**src/rtl/inst_fetch_unit_if.sv**
```systemverilog
// Instruction-fetch bus between the fetch unit and a combinational instruction ROM.
// The ROM returns data in the same cycle that addr is presented.
interface i_fetch_inst;
    logic        en;
    logic [31:0] addr;
    logic [31:0] data;

    modport master (output en, output addr, input data);
    modport slave  (input en, input addr, output data);
endinterface

```
**src/rtl/inst_fetch_unit.sv**
```systemverilog
// Instruction fetch stage: owns the PC, drives the fetch bus and fills the IF/ID register.
// Branches use delay-slot semantics, so a redirect costs no bubble. A branch that arrives
// while IF is stalled is parked in a pending slot and taken once the stall releases.
module inst_fetch_unit #(
    parameter logic [31:0] RESET_PC = 32'h0000_0000,
    parameter logic [31:0] NOP_INST = 32'h0000_0000
) (
    input  logic              clk,
    input  logic              rst,
    i_fetch_inst.master       inst,
    input  logic              stall_if,
    input  logic              stall_id,
    input  logic              branch_flag,
    input  logic [31:0]       branch_target,
    input  logic              flush,
    input  logic [31:0]       flush_pc,
    output logic [31:0]       id_pc,
    output logic [31:0]       id_inst,
    output logic              id_valid,
    output logic              id_adel,
    output logic [31:0]       fetch_count
);

    logic [31:0] pc_q;
    logic [31:0] pend_target_q;
    logic        pend_valid_q;
    logic        en_q;
    logic        misaligned;

    assign inst.en    = en_q;
    assign inst.addr  = pc_q;
    assign misaligned = (pc_q[1:0] != 2'b00);

    // Fetch enable: low while in reset, high from the first edge after reset is released.
    always_ff @(posedge clk) begin
        if (rst) begin
            en_q <= 1'b0;
        end else begin
            en_q <= 1'b1;
        end
    end

    // PC and pending-branch next state; flush beats stall beats pending beats branch.
    always_ff @(posedge clk) begin
        if (rst) begin
            pc_q          <= RESET_PC;
            pend_valid_q  <= 1'b0;
            pend_target_q <= 32'h0;
        end else if (flush) begin
            pc_q         <= flush_pc;
            pend_valid_q <= 1'b0;
        end else if (!en_q) begin
            // First cycle out of reset: the word at RESET_PC has not been fetched yet.
            pc_q <= pc_q;
        end else if (stall_if) begin
            if (branch_flag) begin
                pend_target_q <= branch_target;
                pend_valid_q  <= 1'b1;
            end
        end else if (pend_valid_q) begin
            pc_q         <= pend_target_q;
            pend_valid_q <= 1'b0;
        end else if (branch_flag) begin
            pc_q <= branch_target;
        end else begin
            pc_q <= pc_q + 32'd4;
        end
    end

    // IF/ID pipeline register and count of valid instructions delivered to ID.
    always_ff @(posedge clk) begin
        if (rst) begin
            id_pc       <= 32'h0;
            id_inst     <= NOP_INST;
            id_valid    <= 1'b0;
            id_adel     <= 1'b0;
            fetch_count <= 32'h0;
        end else if (flush || !en_q || (stall_if && !stall_id)) begin
            id_pc    <= 32'h0;
            id_inst  <= NOP_INST;
            id_valid <= 1'b0;
            id_adel  <= 1'b0;
        end else if (!stall_id) begin
            // A misaligned PC becomes an address-error entry carrying the bad address.
            id_pc    <= pc_q;
            id_inst  <= misaligned ? NOP_INST : inst.data;
            id_valid <= !misaligned;
            id_adel  <= misaligned;
            if (!misaligned) begin
                fetch_count <= fetch_count + 32'd1;
            end
        end
    end

endmodule

```
**src/flat_wrapper.sv**
```systemverilog
// flat-port wrapper written by rule: the top's interface ports become plain ports
module inst_fetch_unit_flat 
#(
    parameter logic [31:0] RESET_PC = 32'h0000_0000,
    parameter logic [31:0] NOP_INST = 32'h0000_0000
)
  (clk, rst, stall_if, stall_id, branch_flag, branch_target, flush, flush_pc, id_pc, id_inst, id_valid, id_adel, fetch_count, inst_en, inst_addr, inst_data);
  i_fetch_inst inst_i ();
  input  logic clk;
  input  logic rst;
  input  logic stall_if;
  input  logic stall_id;
  input  logic branch_flag;
  input  logic [31:0] branch_target;
  input  logic flush;
  input  logic [31:0] flush_pc;
  output logic [31:0] id_pc;
  output logic [31:0] id_inst;
  output logic id_valid;
  output logic id_adel;
  output logic [31:0] fetch_count;
  output wire logic [$bits(inst_i.en)-1:0] inst_en;
  output wire logic [$bits(inst_i.addr)-1:0] inst_addr;
  input wire logic [$bits(inst_i.data)-1:0] inst_data;
  assign inst_en = inst_i.en;
  assign inst_addr = inst_i.addr;
  assign inst_i.data = inst_data;
  inst_fetch_unit #(.RESET_PC(RESET_PC), .NOP_INST(NOP_INST)) u_core (.clk(clk), .rst(rst), .inst(inst_i), .stall_if(stall_if), .stall_id(stall_id), .branch_flag(branch_flag), .branch_target(branch_target), .flush(flush), .flush_pc(flush_pc), .id_pc(id_pc), .id_inst(id_inst), .id_valid(id_valid), .id_adel(id_adel), .fetch_count(fetch_count));
endmodule
```
**config.mk**
```make
export PLATFORM = sky130hd
export DESIGN_NAME = inst_fetch_unit_flat
export DESIGN_NICKNAME = d
export VERILOG_FILES = /design/src/rtl/inst_fetch_unit_if.sv /design/src/rtl/inst_fetch_unit.sv /design/src/flat_wrapper.sv
export SDC_FILE = /design/constraint.sdc
export NUM_CORES = 1
export LEC_CHECK = 0
export ABC_AREA = 1
export CORE_ASPECT_RATIO = 1.75
export CORE_MARGIN = 1
export CORE_UTILIZATION = 52
export CTS_CLUSTER_SIZE = 28
export DETAILED_ROUTE_END_ITERATION = 7
export PLACE_DENSITY = 0.87
export SLEW_MARGIN = 20
export SYNTH_ARGS = -nofsm -noshare
export SYNTH_HDL_FRONTEND = slang
export SYNTH_SLANG_ARGS = --single-unit
```
**constraint.sdc**
```tcl
create_clock -name clk -period 3.8 [get_ports clk]
set_clock_uncertainty 0.15 [all_clocks]
set_input_delay 1.14 -clock clk [delete_from_list [all_inputs] [get_ports clk]]
set_output_delay 1.14 -clock clk [all_outputs]
set_load 0.01 [all_outputs]
```
==> reports/qor.yml <==
status: "completed"
clock_path_buffers: 2
period_minus_slack_ns: 2.89
final_util_pct: 72.7
grt_pass1_wl_mm: 43.3
die_w_um: 96.5
setup-tns-final_ns: 0
path_cells: "clkdlybuf4s50_1"
synthMuxAreaShare_pct: 0
clk_pin_slew_ns: 0.07
synthXorXnorAreaFrac_pct: 2.15
crit_cells: 1
cts_tree: "yes"
initial_core_util_pct: 53.1
place.gp.congestion: 0.986
htreeDepth: 4
finalWirelength_mm: 28.7
yosysUniqueCellTypes: 37
clock_latency_ns: 0.44
dp_hpwl_mm: 20.9
fmax_ghz: 0.346
setup_viol: 0
grt_use_total_pct: 35.2
post_cts_resized: 0
cts_buffers: 17
drtIter0Drc: 671
num_rows: 60
cp_top_family: "buffers and inverters"
grt_max_degree: 88
endpoint_kind: "output port"
crit_arrival_ns: 1.60
dieArea_um2: 16200
syn_inst: 1269
ctsHoldBuffers: 0
hold_viol: 0
nets: 1571
drc_errors: 0
io-pin-count: 233
avgSynthCellArea_um2: 6.41
synth_area_um2: 8130
area_growth_pct: 36.9
slew_headroom_pct: 38.5
grt_remaining_overflow: 0
io_buffers: 232
wl_per_cell_um: 17.3
power.density_nw_per_um2: 374
final_cell_mix: "332 x nand2_1, 270 x nor2_1, 230 x clkdlybuf4s50_1, 163 x dfxtp_1, 159 x a21oi_1"
slowest_delay_ns: 0.61
cts_sinks: 164
cp.required_ns: 2.51
antenna_found_initial: 0
dr.pass1.iters: 5
synth_compound_area_share_pct: 15.6
cp_num_buf_inv: 1
min_path_type: "reg -> reg"
ys_ff_latch: 164
viasPerCell: 5.52
drv_slew: 0
path_class: "reg -> out"
ys.warnings.count: 0
layout_commonest_cell: "nand2_1"
hold_depth: 2
layout-drive-gt1-share_pct: 4.80
rsz0062_at_grt: "no"
synthAdderAreaFrac_pct: 0.308
maxCapViolCount: 0
tightest_slew_ns: 0.922
vias: 9198
diodes: 0
leakage_nw: 4.13
ant_nets: 0
core_area_um2: 15300
postCtsSetupRepairBufs: 0
synth_top_family_by_area: "simple AND/OR/NAND/NOR gates"
synth-simple-area-share_pct: 34.7
r2r_cells: 12
cp_max_fo: 7
crit_path_top_delay_cell: "clkdlybuf4s50_1"
syn-num-nets: 1373
fin_crit_sh_pct: 76.1
cts_root_buf: "clkbuf_16"
critPathLaunchType: "flip-flop"
ir_drop_v: 0.000301
die_y_um: 167
yosysSeqAreaShare_pct: 40.4
grt_pass1_vias: 8540
## logic make-up (layout without fill, tap and decap cells)
family                   after synthesis  count (layout)
XOR/XNOR                              20              20
AO/OA/AOI/OAI                        246             246
AND/OR/NAND/NOR                      698             698
buffers and inverters                139             350
flip-flops                           164             164
adder cells (fa/ha/maj)                2               2
## synthesized netlist by cell type
library cell,n,share of area (%)
xor2_1,12,1.3
o21a_1,1,0.092
nand3_2,2,0.25
o31ai_1,1,0.092
nand4_1,8,0.62
o21ai_1,2,0.12
inv_4,2,0.15
o21ai_0,67,4.1
nand2_2,3,0.23
buf_6,2,0.28
nand2_1,333,15
a211oi_1,5,0.46
buf_2,11,0.68
inv_1,68,3.1
xnor2_1,8,0.86
clkbuf_1,42,1.9
buf_1,10,0.46
nand3_1,53,3.3
ha_1,2,0.31
o211ai_1,5,0.46
nor2_1,270,12
nor2_2,6,0.46
nor3_1,12,0.74
and3_1,3,0.23
a31oi_1,1,0.077
dfxtp_1,164,40
a21o_1,3,0.28
o21bai_1,1,0.092
nor3_4,1,0.20
clkinv_1,2,0.092
clkbuf_2,1,0.061
nor4_2,1,0.15
nor2_4,3,0.42
nand3b_1,2,0.18
a21oi_1,160,9.8
inv_2,1,0.046
nor3_2,1,0.12
## sequential cells by signal (all words and copies together) (netlist names)
signal                flops
u_core.fetch_count       32
u_core.id_adel            1
u_core.id_inst           32
u_core.id_pc             32
u_core.id_valid           1
u_core.inst.addr         32
u_core.inst.en            1
u_core.pend_target_q     32
u_core.pend_valid_q       1
## final cells by class
class                      instances  area, um^2
sequential                       164        3280
timing repair buffer             245        2420
clock inverter                    15         179
inverter                          73         279
clock buffer                      17         425
fill                            1292        4180
tap                              186         233
multi-input combinational        966        4310
## report_power, final
part	leakage (nW)	internal [mW]	total [mW]	switching [mW]
combinational	2.50	0.253	0.551	0.298
clock	0.300	0.948	1.78	0.831
sequential	1.33	1.77	1.83	0.0646
## stage by stage
step           hold WS [ns]  std cells  power (mW)  worst slack, ns  area, um^2
2_1_floorplan         0.275       1269        2.13             1.35        8130
3_3_place_gp          0.285       1634        2.40            0.563       10500
3_5_place_dp          0.298       1634        2.41            0.501       10500
4_1_cts               0.315       1666        4.16            0.926       11100
5_1_grt               0.332       1666        4.30            0.756       11100
6_report              0.314       1666        4.16            0.909       11100
## routing by layer
layer | track usage, % | part of all wire [%]
met1 | 36.9 | 36
met2 | 61.3 | 50
met3 | 6.36 | 6.6
met4 | 23.9 | 7.0
met5 | 0 | 0
## final timing paths
kind                               end  slack [ns]                 start
setup / recovery         inst_addr[26]        0.91  u_core.inst.addr[26]
hold / removal         u_core.id_pc[3]        0.31       u_core.id_pc[3]
setup reg to reg  u_core.inst.addr[28]        1.26   u_core.inst.addr[3]
hold reg to reg        u_core.id_pc[3]        0.31       u_core.id_pc[3]
Power figures use the tool's default switching activity.
